`src/rtl/boot_sequencer_pkg.sv`:
```
// Shared boot-sequencer definitions: state encoding, clock-derived timing defaults, helpers.
package boot_sequencer_pkg;

  localparam int CLOCK_HZ                = 48_000_000;
  localparam int DEFAULT_DEBOUNCE_CYCLES = CLOCK_HZ / 100;  // 10 ms
  localparam int DEFAULT_WARMUP_CYCLES   = CLOCK_HZ / 10;   // 100 ms
  localparam int DEFAULT_LOAD_TIMEOUT    = CLOCK_HZ;        // 1 s

  typedef enum logic [2:0] {
    BOOT_IDLE     = 3'd0,
    BOOT_DEBOUNCE = 3'd1,
    BOOT_LATCH    = 3'd2,
    BOOT_LOAD     = 3'd3,
    BOOT_WARMUP   = 3'd4,
    BOOT_READY    = 3'd5,
    BOOT_ERROR    = 3'd6
  } boot_state_t;

  function automatic int max3(input int a, input int b, input int c);
    int m;
    m = (a > b) ? a : b;
    return (m > c) ? m : c;
  endfunction

endpackage

```
`src/rtl/boot_sequencer_sync_2ff.sv`:
```
// Generic two-flop synchroniser for asynchronous board inputs; flops clear on reset.
module sync_2ff #(
  parameter int               WIDTH       = 1,
  parameter logic [WIDTH-1:0] RESET_VALUE = '0
) (
  input  logic             clk,
  input  logic             reset_n,
  input  logic [WIDTH-1:0] d,
  output logic [WIDTH-1:0] q
);

  logic [WIDTH-1:0] meta;

  always_ff @(posedge clk) begin
    if (!reset_n) begin
      meta <= RESET_VALUE;
      q    <= RESET_VALUE;
    end else begin
      meta <= d;
      q    <= meta;
    end
  end

endmodule

```
`src/rtl/boot_sequencer.sv`:
```
// Power-up controller: debounces power_good, latches the image select, drives the SPI loader,
// waits out the bubble warm-up and then enables the bubble interface.
module boot_sequencer
  import boot_sequencer_pkg::*;
#(
  parameter int DEBOUNCE_CYCLES = DEFAULT_DEBOUNCE_CYCLES,
  parameter int WARMUP_CYCLES   = DEFAULT_WARMUP_CYCLES,
  parameter int LOAD_TIMEOUT    = DEFAULT_LOAD_TIMEOUT
) (
  input  logic        master_clock,
  input  logic        reset_n,
  input  logic        power_good,
  input  logic [2:0]  image_dip_switch,
  input  logic        flash_error,
  input  logic        loader_done,
  output logic        loader_start,
  output logic [2:0]  image_number,
  output logic        bubble_interface_enable,
  output logic        temperature_low,
  output logic        boot_error,
  output boot_state_t state
);

  if (DEBOUNCE_CYCLES < 2 || WARMUP_CYCLES < 2 || LOAD_TIMEOUT < 2) begin : g_param_check
    $error("boot_sequencer: all cycle parameters must be >= 2");
  end

  localparam int MAX_CYCLES = max3(DEBOUNCE_CYCLES, WARMUP_CYCLES, LOAD_TIMEOUT);
  localparam int CNT_W      = $clog2(MAX_CYCLES) + 1;

  localparam logic [CNT_W-1:0] DEBOUNCE_LAST = CNT_W'(DEBOUNCE_CYCLES - 1);
  localparam logic [CNT_W-1:0] WARMUP_LAST   = CNT_W'(WARMUP_CYCLES - 1);
  localparam logic [CNT_W-1:0] LOAD_LAST     = CNT_W'(LOAD_TIMEOUT - 1);

  logic             pg_s;
  logic [CNT_W-1:0] count;

  sync_2ff #(
    .WIDTH       (1),
    .RESET_VALUE (1'b0)
  ) u_pg_sync (
    .clk     (master_clock),
    .reset_n (reset_n),
    .d       (power_good),
    .q       (pg_s)
  );

  // Loader handshake: loader_start is a one-cycle request issued once per boot (the cycle after
  // LATCH); the loader answers with either a one-cycle loader_done pulse or a flash_error level.
  // Both answers are sampled only in LOAD; flash_error wins a same-cycle tie.
  always_ff @(posedge master_clock) begin
    if (!reset_n) begin
      state                   <= BOOT_IDLE;
      count                   <= '0;
      loader_start            <= 1'b0;
      image_number            <= 3'b000;
      bubble_interface_enable <= 1'b1;
      temperature_low         <= 1'b1;
      boot_error              <= 1'b0;
    end else begin
      loader_start <= 1'b0;
      if (!pg_s) begin
        // Power loss beats every other transition; image_number is kept for inspection.
        state                   <= BOOT_IDLE;
        count                   <= '0;
        bubble_interface_enable <= 1'b1;
        temperature_low         <= 1'b1;
        boot_error              <= 1'b0;
      end else begin
        unique case (state)
          BOOT_IDLE: begin
            count <= '0;
            state <= BOOT_DEBOUNCE;
          end
          BOOT_DEBOUNCE: begin
            if (count == DEBOUNCE_LAST) begin
              count <= '0;
              state <= BOOT_LATCH;
            end else begin
              count <= count + 1'b1;
            end
          end
          BOOT_LATCH: begin
            image_number <= ~image_dip_switch;
            loader_start <= 1'b1;
            count        <= '0;
            state        <= BOOT_LOAD;
          end
          BOOT_LOAD: begin
            if (flash_error) begin
              boot_error <= 1'b1;
              state      <= BOOT_ERROR;
            end else if (loader_done) begin
              count <= '0;
              state <= BOOT_WARMUP;
            end else if (count == LOAD_LAST) begin
              boot_error <= 1'b1;
              state      <= BOOT_ERROR;
            end else begin
              count <= count + 1'b1;
            end
          end
          BOOT_WARMUP: begin
            if (count == WARMUP_LAST) begin
              bubble_interface_enable <= 1'b0;
              temperature_low         <= 1'b0;
              state                   <= BOOT_READY;
            end else begin
              count <= count + 1'b1;
            end
          end
          BOOT_READY: begin
            state <= BOOT_READY;
          end
          BOOT_ERROR: begin
            state <= BOOT_ERROR;
          end
          default: begin
            count <= '0;
            state <= BOOT_IDLE;
          end
        endcase
      end
    end
  end

endmodule

```
`config.mk`:
```
export PLATFORM = sky130hd
export DESIGN_NAME = boot_sequencer
export DESIGN_NICKNAME = d
export VERILOG_FILES = /design/src/rtl/boot_sequencer_pkg.sv /design/src/rtl/boot_sequencer_sync_2ff.sv /design/src/rtl/boot_sequencer.sv
export SDC_FILE = /design/constraint.sdc
export NUM_CORES = 1
export LEC_CHECK = 0
export ABC_AREA = 1
export BUFFER_PORTS_ARGS = -buffer_cell sky130_fd_sc_hd__buf_2
export CAP_MARGIN = 10
export CORE_MARGIN = 3
export CORE_UTILIZATION = 55
export CTS_CLUSTER_SIZE = 12
export DETAILED_ROUTE_END_ITERATION = 10
export PLACE_DENSITY_LB_ADDON = 0.3
export SYNTH_ARGS = -nofsm -noshare
export SYNTH_HDL_FRONTEND = slang
export SYNTH_HIERARCHICAL = 1
export SYNTH_SLANG_ARGS = --single-unit
```
`constraint.sdc`:
```
create_clock -name master_clock -period 3.9 [get_ports master_clock]
set_input_delay 1.17 -clock master_clock [delete_from_list [all_inputs] [get_ports master_clock]]
set_output_delay 1.17 -clock master_clock [all_outputs]
set_load 0.01 [all_outputs]
```
**After elaboration in Yosys (flattened, before gate mapping)**

Cells that the tools add are included.

- Register bits after elaboration: 38
- Word-level logic and storage cells: 52

- Add/sub/neg operators: 1
- Equality and inequality tests: 16
- Muxes and demuxes: 16
- Bitwise gates (word level): 2
- Reductions and logical operators: 9

Operator list:

| cell | number |
|---|---|
| 27-bit two-way mux | 5 |
| 27-bit case mux with 4 select lines | 1 |
| 27-bit by 1-bit adder with 27-bit output (second input constant) | 1 |
| 27-bit by 19-bit equality test with 1-bit output (second input constant) | 1 |
| 27-bit by 23-bit equality test with 1-bit output (second input constant) | 1 |
| 27-bit by 26-bit equality test with 1-bit output (second input constant) | 1 |
| 3-bit case mux with 7 select lines | 1 |
| 3-bit two-way mux | 5 |
| 2-bit != test (second input constant) | 5 |
| 3-bit equality test (second input constant) | 3 |
| 3-bit by 2-bit equality test with 1-bit output (second input constant) | 2 |
| 2-bit AND reduction | 3 |
| 3-bit AND reduction | 2 |
| 1-bit two-way mux | 4 |
| 4-bit != test (second input constant) | 1 |
| 4-bit AND reduction | 1 |
| 3-bit by 1-bit equality test with 1-bit output (second input constant) | 1 |
| 3-bit zero test | 1 |
| 3-bit != test (second input constant) | 1 |
| 3-bit inverter | 1 |
| 2-bit nonzero test | 1 |
| 2-bit OR reduction | 1 |
| 1-bit inverter | 1 |

**Longest topological paths before layout**

Gate-level depths: netlist of run 1.

- Depth in word-level cells: 5
- Mapped depth: 13

**By module**

Netlist of run 1, hierarchy kept.

By module, submodules not included:

| module | times used | cells an instance | area each (µm²) |
|---|---|---|---|
| boot_sequencer | 1 | 394 | 2494.9 |
| sync_2ff | 1 | 6 | 55.1 |

**Worst setup path after synthesis of run 1**

OpenSTA, ideal clock, no wires.

- Kind: input to register
- Start point: input port flash_error
- End point: register count[8]
- Setup time: 0.119 ns
- Arrival: 1.914 ns
- Data required time: 3.781 ns
- Slack: 1.867 ns
- Stages on the path: 6
- Buffers on the path: 2
- Cells stage by stage: a21oi_4 nand3_2 buf_6 buf_6 nor3_1 nor2_2

- Longest elaborated chain between the ends: 2

RTL lines:

| element | line | RTL |
|---|---|---|
| start: declaration | boot_sequencer.sv:14 | `input logic flash_error,` |
| 2-bit != test (no line) | n/a |  |
| 4-bit AND reduction (no line) | n/a |  |
| end signal: assignment | boot_sequencer.sv:80 | `count <= count + 1'b1;` |
| end signal: assignment | boot_sequencer.sv:100 | `count <= count + 1'b1;` |
| end signal: assignment | boot_sequencer.sv:109 | `count <= count + 1'b1;` |
| end: declaration | boot_sequencer.sv:36 | `logic [CNT_W-1:0] count;` |

Every way passes these cells.
A chain may end at the register's enable or synchronous reset.

**Worst setup path in the final report of run 1**

- Start point: input port loader_done
- End point: register count[10]

- Longest elaborated chain between the ends: 3
- Elaborated cells between the ends (all ways): 5
- Those cells by class: eq/ne: 1; mux: 3; reduce/logical: 1

RTL lines:

| element | line | RTL |
|---|---|---|
| start: declaration | boot_sequencer.sv:15 | `input logic loader_done,` |
| 27-bit two-way mux | boot_sequencer.sv:93 | `end else if (loader_done) begin` |
| 27-bit two-way mux | boot_sequencer.sv:90 | `if (flash_error) begin` |
| 27-bit case mux with 4 select lines | boot_sequencer.sv:70 | `unique case (state)` |

Several ways; a longest one is shown, not always the timed one. The select of a mux whose other input is x is not followed.

==> results of run 1 <==
kinds of logic after synthesis:
| family | Yosys count |
|---|---|
| simple gates | 262 |
| buf+inv | 55 |
| xor+xnor | 3 |
| fa+ha+maj | 1 |
| flops | 38 |
| compound gates | 41 |
metrics by stage:
stage / cell area [um^2] / hold WS [ns] / worst slack, ns
global placement: 2640 / 0.401 / 1.17
CTS: 2790 / 0.424 / 1.42
global route: 2790 / 0.451 / 1.29
floorplan: 2550 / 0.386 / 1.87
detailed placement: 2640 / 0.404 / 1.10
finish: 2790 / 0.426 / 1.42
final cells by class:
cell class                      count  area share
Multi-Input combinational cell    307       0.556
Sequential cell                    38       0.273
Inverter                           49      0.0660
Timing Repair Buffer               17      0.0305
Clock buffer                        6      0.0296
Tap cell                           52      0.0233
Clock inverter                      2      0.0216
registers in the layout (all words and copies together), names as in the netlist:
name,cells
u_pg_sync/meta,1
boot_error,1
loader_start,1
image_number,3
state,3
temperature_low,1
u_pg_sync/q,1
count,27
critical path, cell delays in order:
cell and delay [ns]:
sky130_fd_sc_hd__buf_2 0.13, sky130_fd_sc_hd__nor2_4 0.13, sky130_fd_sc_hd__nand3_4 0.12, sky130_fd_sc_hd__nand3_2 0.32, sky130_fd_sc_hd__nor2_1 0.09, sky130_fd_sc_hd__nor2_2 0.51
sky130_fd_sc_hd__nand2_1 0.10, sky130_fd_sc_hd__nor2_1 0.12
worst max-delay path by stage:
stage                            from        end  depth (start not counted)
after floorplan           flash_error   count[8]                          6
after global routing         count[1]  count[10]                         11
after detailed placement  loader_done  count[10]                          8
final                     loader_done  count[10]                          8
after CTS                 loader_done  count[10]                          8
after global placement    loader_done  count[10]                          8
layer usage:
layer | share of wire | up-vias | GRT usage
met1 | 0.46 | 1145 | 0.322
met2 | 0.44 | 89 | 0.394
met5 | 0 | - | 0
met4 | 0.035 | 0 | 0.125
met3 | 0.072 | 20 | 0.0622
li1 | - | 1304 | -
placed cells by master, fill, tap and decap left out, drive strengths merged, types with 11 or more instances in the layout:
master / instances
a21oi: 22
buf: 17
dfxtp: 38
inv: 48
nand2: 118
nand3: 28
nand4: 11
nor2: 91
nor3: 11
o21ai: 15
power by group:
| group | switching (uW) | internal (uW) | leakage (uW) |
|---|---|---|---|
| combinational | 10.5 | 5.49 | 0.000624 |
| sequential | 0.832 | 389 | 0.000306 |
| clock | 145 | 273 | 0.0000714 |
| total | 157 | 667 | 0.00100 |
==> impl_summary.log, run 1 <==
INFO  metric result_of_the_run = finished clean
INFO  metric timing.reg2reg.setup_slack = 1.47 ns
INFO  metric gp_congestion = 1.06
INFO  metric drt_wl_total = 6260 um
INFO  metric die_area = 5490 um^2
INFO  metric floorplan.initialDensity = 0.578
INFO  metric max_clock_freq = 403 MHz
INFO  metric cts-hold-fix-buffers = 0
INFO  metric yosys-mux-area-fraction = 0
INFO  metric synth.top_cells.by_area = sky130_fd_sc_hd__dfxtp_1 (30%), sky130_fd_sc_hd__nand2_1 (15%), sky130_fd_sc_hd__nor2_1 (10%), sky130_fd_sc_hd__inv_1 (6.5%), sky130_fd_sc_hd__nand3_1 (4.7%)
INFO  metric yosys.area.top_type = sky130_fd_sc_hd__dfxtp_1
INFO  metric synth_fa_ha_area_frac = 0.00491
INFO  metric overall_global_routing_resource_usage = 0.251
INFO  metric drt_iter0_markers = 231
INFO  metric antenna_found_initial = 0
INFO  metric reg2reg_from = count[0]
INFO  metric ir_worst_vdd = 0.215 mV
INFO  metric clk-insertion-delay-late = 0.30 ns
INFO  metric critical_path_peak_fanout = 20
INFO  metric synthFlopType = sky130_fd_sc_hd__dfxtp_1
INFO  metric synth-seq-cells = 38
INFO  metric dpl.cell_count = 463
INFO  metric layout_area_overhead = 9.27%
INFO  metric synth_compound_gate_area_share = 0.0986
INFO  metric async_flop_share = 0
INFO  metric synth_most_common_cell = sky130_fd_sc_hd__nand2_1
INFO  metric finalSetupViolCount = 0
INFO  metric inserted_clock_buffers = 5
INFO  metric hold_viol = 0
INFO  metric synth_warnings = 6
INFO  metric mapped_nets = 409
INFO  metric cts_setup_buffers = 0
INFO  metric multi_input_comb_area = 1550 um^2
INFO  metric worst_pin_slew = 0.645 ns
INFO  metric final_critical_period = 2.48 ns
INFO  metric period_share = 0.636
INFO  metric post_synth_instance_area = 2550 um^2
INFO  metric core_box_area = 4410 um^2
INFO  metric die_y = 74.1 um
INFO  metric synth_top_family_by_area = simple AND/OR/NAND/NOR gates
INFO  metric regToRegEndpoint = count[10]
INFO  metric clock_tree_from_tritoncts = yes
INFO  metric cap_viol_max_count = 0
INFO  metric worstHoldEndpoint = u_pg_sync/q
INFO  metric fin_setup_tns = 0 ns
INFO  metric fin_worst_skew = 0.00740 ns
INFO  metric timing.max_slew.rel_slack = 0.569
INFO  metric final-max-slew-violation-count = 0
INFO  metric hpwl = 4880 um
INFO  metric register_area = 761 um^2
INFO  metric finalPower = 824 uW
INFO  metric r2r.worst_path.cells = 11
INFO  metric whs_path_depth = 2
INFO  metric grt_max_degree = 21
INFO  metric worst_setup_path_start_kind = primary input
INFO  metric layoutNonFillerInstCount = 471
INFO  metric grt_pass1_vias = 2352
INFO  metric share_of_the_core_filled_with_cells_in_the_final_layout = 0.631
INFO  metric drt-vias-per-instance = 5.43
INFO  metric synth_seq_area_share = 0.298
INFO  metric detail-route-antenna-nets = 0
INFO  metric static-leakage-power = 0.00100 uW
INFO  metric numPortBuffers = 17
INFO  metric post_synth_most_frequent_cells = sky130_fd_sc_hd__nand2_1 (101), sky130_fd_sc_hd__nor2_1 (68), sky130_fd_sc_hd__inv_1 (44)
INFO  metric netlist-cell-type-count = 32
INFO  metric number_of_gates_resized_after_cts = 0
INFO  metric rsz0062_at_grt = false
INFO  metric synth_edf_count = 0
INFO  metric dr_total_vias = 2558
INFO  metric clk_pin_slew = 0.08 ns
INFO  metric synthCells = 400
INFO  metric cts_htree_levels = 2
INFO  metric crit_arrival = 2.72 ns
INFO  metric fp-row-count = 24
INFO  metric overflow_after_grt = 0
INFO  metric ios = 18
INFO  metric synth_top_area_share = 0.298
INFO  metric drc = 0
INFO  metric path_class = primary input to flop
INFO  metric setup.worst_path.end_class = flop
INFO  metric synthesized_area_fraction_occupied_by_and_or_nand_nor_cells = 0.494
INFO  metric syn-mean-instance-area = 6.37 um^2
INFO  metric chipWidth = 74.1 um
INFO  metric antenna-diode-count = 0
INFO  metric hold_start = u_pg_sync/meta
INFO  metric fin_nets = 427
INFO  metric cellPowerDensity = 296 nW/um^2
INFO  metric firstDrtPassIters = 5
INFO  metric drt-wirelength-per-cell = 13.3 um
INFO  metric min_path_type = flop to flop
INFO  metric synthesized_area_fraction_occupied_by_xor_and_xnor_cells = 0.0103
INFO  metric drive_gt1_frac = 0.196
INFO  metric clock-root-buffer = sky130_fd_sc_hd__clkbuf_8
INFO  metric grt_first_pass_wirelength = 10600 um
INFO  metric fillers = 394
INFO  metric critical_path_required = 4.14 ns
INFO  metric cts.path.max_buffers = 2
INFO  metric tritoncts_num_sinks = 38
Power figures use the tool's default switching activity.
==> run 2: changes to the inputs <==
--- a/config.mk
+++ b/config.mk
@@ -5,7 +5,7 @@
 export SDC_FILE = /design/constraint.sdc
 export NUM_CORES = 1
 export LEC_CHECK = 0
-export ABC_AREA = 1
+export ABC_AREA = 0
 export BUFFER_PORTS_ARGS = -buffer_cell sky130_fd_sc_hd__buf_2
 export CAP_MARGIN = 10
 export CORE_MARGIN = 3
==> constraint.sdc (replaced) <==
create_clock -name master_clock -period 2.4 [get_ports master_clock]
set_input_delay 0.72 -clock master_clock [delete_from_list [all_inputs] [get_ports master_clock]]
set_output_delay 0.72 -clock master_clock [all_outputs]
set_load 0.01 [all_outputs]
==> run 2 against run 1 <==
  * Combinational power grew to 2.8 times the previous value
  * Critical endpoint is now count[13]
  * Worst setup slack lost 1.4 ns
  * First-iteration DRC count grew 2.2%
  * Sequential power grew 63%
  * Clock skew shrank 0.0040 ns
  * Highest routed layer unchanged
  * Routed wire length shrank 5.3%
==> impl_summary.log, run 2 <==
INFO  metric synth_edf_count = 0
INFO  metric cts-hold-fix-buffers = 0
INFO  metric inserted_clock_buffers = 5
INFO  metric async_flop_share = 0
INFO  metric cts.path.max_buffers = 2
INFO  metric regToRegEndpoint = count[13]
INFO  metric drt_wl_total = 5920 um
INFO  metric layout_commonest_cell = sky130_fd_sc_hd__nand2_1
INFO  metric largest_reg_flops = 27
INFO  metric synth_top_family_by_area = simple AND/OR/NAND/NOR gates
INFO  metric cellPowerDensity = 527 nW/um^2
INFO  metric synthesized_area_fraction_occupied_by_and_or_nand_nor_cells = 0.378
INFO  metric overflow_after_grt = 0
INFO  metric hold_start = u_pg_sync/meta
INFO  metric chipWidth = 69.1 um
INFO  metric hpwl = 3970 um
INFO  metric overall_global_routing_resource_usage = 0.254
INFO  metric cap_viol_max_count = 0
INFO  metric critical_path_required = 2.60 ns
INFO  metric synth_fa_ha_area_frac = 0.00571
INFO  metric detail-route-antenna-nets = 0
INFO  metric crit_path_max_incr_delay = 0.54 ns
INFO  metric synth_top_area_share = 0.347
INFO  metric netlist-cell-type-count = 43
INFO  metric finalSetupViolCount = 0
INFO  metric max_clock_freq = 427 MHz
INFO  metric period_share = 0.975
INFO  metric hold_viol = 0
INFO  metric synth_warnings = 6
INFO  metric post_synth_instance_area = 2190 um^2
INFO  metric static-leakage-power = 0.000852 uW
INFO  metric fin_nets = 322
INFO  metric clk_pin_slew = 0.08 ns
INFO  metric syn-mean-instance-area = 7.60 um^2
INFO  metric crit_path_cell_trace = ha_1 -> nand4_1 -> buf_4 -> or4_4 -> o211ai_2 -> and2_1 -> a31oi_1 -> o221a_2
INFO  metric drt_iter0_markers = 236
INFO  metric dr_total_vias = 2284
INFO  metric floorplan.initialDensity = 0.585
INFO  metric drt-vias-per-instance = 6.31
INFO  metric cts_htree_levels = 2
INFO  metric post_synth_most_frequent_cells = sky130_fd_sc_hd__nand2_1 (48), sky130_fd_sc_hd__dfxtp_1 (38), sky130_fd_sc_hd__a21oi_1 (31)
INFO  metric clock_tree_from_tritoncts = yes
INFO  metric drc = 0
INFO  metric timing.max_slew.rel_slack = 0.735
INFO  metric synthFlopType = sky130_fd_sc_hd__dfxtp_1
INFO  metric min_path_type = flop to flop
INFO  metric layout.cells.most_common_list = sky130_fd_sc_hd__nand2_1 (48), sky130_fd_sc_hd__dfxtp_1 (38), sky130_fd_sc_hd__a21oi_1 (31)
INFO  metric path_buf_inv = 1
INFO  metric result_of_the_run = finished clean
INFO  metric die_area = 4770 um^2
INFO  metric crit_arrival = 2.53 ns
INFO  metric ir_worst_vdd = 0.354 mV
INFO  metric layoutNonFillerInstCount = 362
INFO  metric clock-root-buffer = sky130_fd_sc_hd__clkbuf_8
INFO  metric dpl.cell_count = 350
INFO  metric synthCells = 288
INFO  metric tritoncts_num_sinks = 38
INFO  metric critical_path_peak_fanout = 4
INFO  metric fin_worst_skew = 0.00340 ns
INFO  metric fillers = 292
INFO  metric synth.top_cells.by_area = sky130_fd_sc_hd__dfxtp_1 (35%), sky130_fd_sc_hd__nand2_1 (8.2%), sky130_fd_sc_hd__a21oi_1 (7.1%), sky130_fd_sc_hd__or3_1 (6.9%), sky130_fd_sc_hd__o22ai_1 (6.3%)
INFO  metric path_class = flop to flop
INFO  metric drt-wirelength-per-cell = 16.4 um
INFO  metric antenna-diode-count = 0
INFO  metric drive_gt1_frac = 0.204
INFO  metric firstDrtPassIters = 5
INFO  metric timing.reg2reg.setup_slack = 0.06 ns
INFO  metric yosys.area.top_type = sky130_fd_sc_hd__dfxtp_1
INFO  metric setup.worst_path.end_class = flop
INFO  metric gp_congestion = 0.901
INFO  metric yosys-mux-area-fraction = 0
INFO  metric synth_most_common_cell = sky130_fd_sc_hd__nand2_1
INFO  metric largest_register = count
INFO  metric ios = 18
INFO  metric worst_setup_path_start_kind = flop
INFO  metric layout_area_overhead = 17.9%
INFO  metric final_critical_period = 2.34 ns
INFO  metric r2r.worst_path.cells = 8
INFO  metric synth_compound_gate_area_share = 0.209
INFO  metric worst_pin_slew = 0.398 ns
INFO  metric core_box_area = 3740 um^2
INFO  metric synth_seq_area_share = 0.347
INFO  metric synthesized_area_fraction_occupied_by_xor_and_xnor_cells = 0
INFO  metric synth-seq-cells = 38
INFO  metric whs_path_depth = 1
INFO  metric timing.critical_path.max_delay_family = simple AND/OR/NAND/NOR gates
INFO  metric numPortBuffers = 17
INFO  metric final-max-slew-violation-count = 0
INFO  metric share_of_the_core_filled_with_cells_in_the_final_layout = 0.690
INFO  metric antenna_found_initial = 0
INFO  metric mapped_nets = 297
INFO  metric die_y = 69.1 um
INFO  metric grt_max_degree = 31
INFO  metric clk-insertion-delay-late = 0.30 ns
INFO  metric worstHoldEndpoint = u_pg_sync/q
INFO  metric grt_pass1_vias = 2070
INFO  metric cpMaxStageDelayCell = sky130_fd_sc_hd__or4_4
INFO  metric fp-row-count = 22
INFO  metric reg2reg_from = count[1]
INFO  metric biggestRegsByFlops = count x27, image_number x3, state x3
INFO  metric grt_first_pass_wirelength = 10000 um
-- run 2: cell count changes after synthesis, moves of 9 or more --
| cell | previous run | this run |
|---|---|---|
| sky130_fd_sc_hd__o22ai_1 | 0 | 22 |
| sky130_fd_sc_hd__nor2_1 | 68 | 12 |
| sky130_fd_sc_hd__or3_1 | 0 | 24 |
| sky130_fd_sc_hd__clkbuf_1 | 1 | 12 |
| sky130_fd_sc_hd__a21oi_1 | 14 | 31 |
| sky130_fd_sc_hd__nand2_1 | 101 | 48 |
| sky130_fd_sc_hd__inv_1 | 44 | 5 |
| sky130_fd_sc_hd__nor2_4 | 9 | 0 |
| sky130_fd_sc_hd__nand3_1 | 24 | 14 |
| sky130_fd_sc_hd__nand2_2 | 16 | 1 |
| sky130_fd_sc_hd__nor2_2 | 14 | 0 |
-- run 2: what timing repair did --
action / CTS / global route
pin swaps: 0 / 2
gates cloned: 0 / 0
resized for setup: 0 / 7
endpoints found under the setup margin: 1 / 29
setup buffers: 2 / 2
-- run 2: cells by family after synthesis --
kind of cell | after synthesis
buf+inv | 26
simple gates | 150
fa+ha+maj | 1
flops | 38
compound gates | 73
-- run 2: area by class of cell --
cell class                      instances  area, um^2  area share
Timing Repair Buffer                   39         270       0.105
Inverter                                5        18.8     0.00727
Tap cell                               48        60.1      0.0233
Sequential cell                        38         761       0.295
Clock buffer                            6        82.6      0.0320
Clock inverter                          2        60.1      0.0233
Multi-Input combinational cell        224        1330       0.515
-- run 2: how the worst max path moves through the flow --
stage                    from         to  slack, ns  cells past startpoint
floorplan           count[15]   count[5]       0.25                      8
global placement     count[1]  count[20]       0.07                      7
detailed placement   count[1]  count[20]       0.02                      7
CTS                  count[1]   count[5]       0.04                      9
global route         count[1]   state[1]    -0.0007                      8
finish               count[1]  count[13]       0.06                      8
-- run 2: where the power goes --
group	total [uW]	internal, uW	switching, uW
sequential	634	632	2.33
combinational	45.5	18.0	27.5
clock	680	443	237
-- run 2: worst register-to-register path: cells and delay by family, from the launching register on --
kind	cells	cell delay, ns
buffers and inverters	1	0.21
AND/OR/NAND/NOR	3	0.95
flip-flops	1	0.36
AO/OA/AOI/OAI	3	0.53
adder cells (fa/ha/maj)	1	0.18
-- run 2: metrics by stage --
| stage | power, uW | setup WS (ns) | hold WS, ns | setup TNS [ns] | cell area (um^2) |
|---|---|---|---|---|---|
| after detailed placement | 693 | 0.0208 | 0.433 | 0 | 2370 |
| after floorplan | 676 | 0.247 | 0.406 | 0 | 2190 |
| after global placement | 692 | 0.0747 | 0.438 | 0 | 2370 |
| final | 1360 | 0.0603 | 0.463 | 0 | 2580 |
| after CTS | 1360 | 0.0413 | 0.475 | 0 | 2530 |
| after global routing | 1390 | -0.000659 | 0.520 | -0.00103 | 2580 |
-- run 2: per-layer routing --
metal  global-route usage  share of wire  vias up
li1                     -              -     1113
met1                0.355           0.45     1042
met2                0.389           0.45      118
met3               0.0583          0.085       11
met4               0.0716          0.015        0
met5                    0              0        -
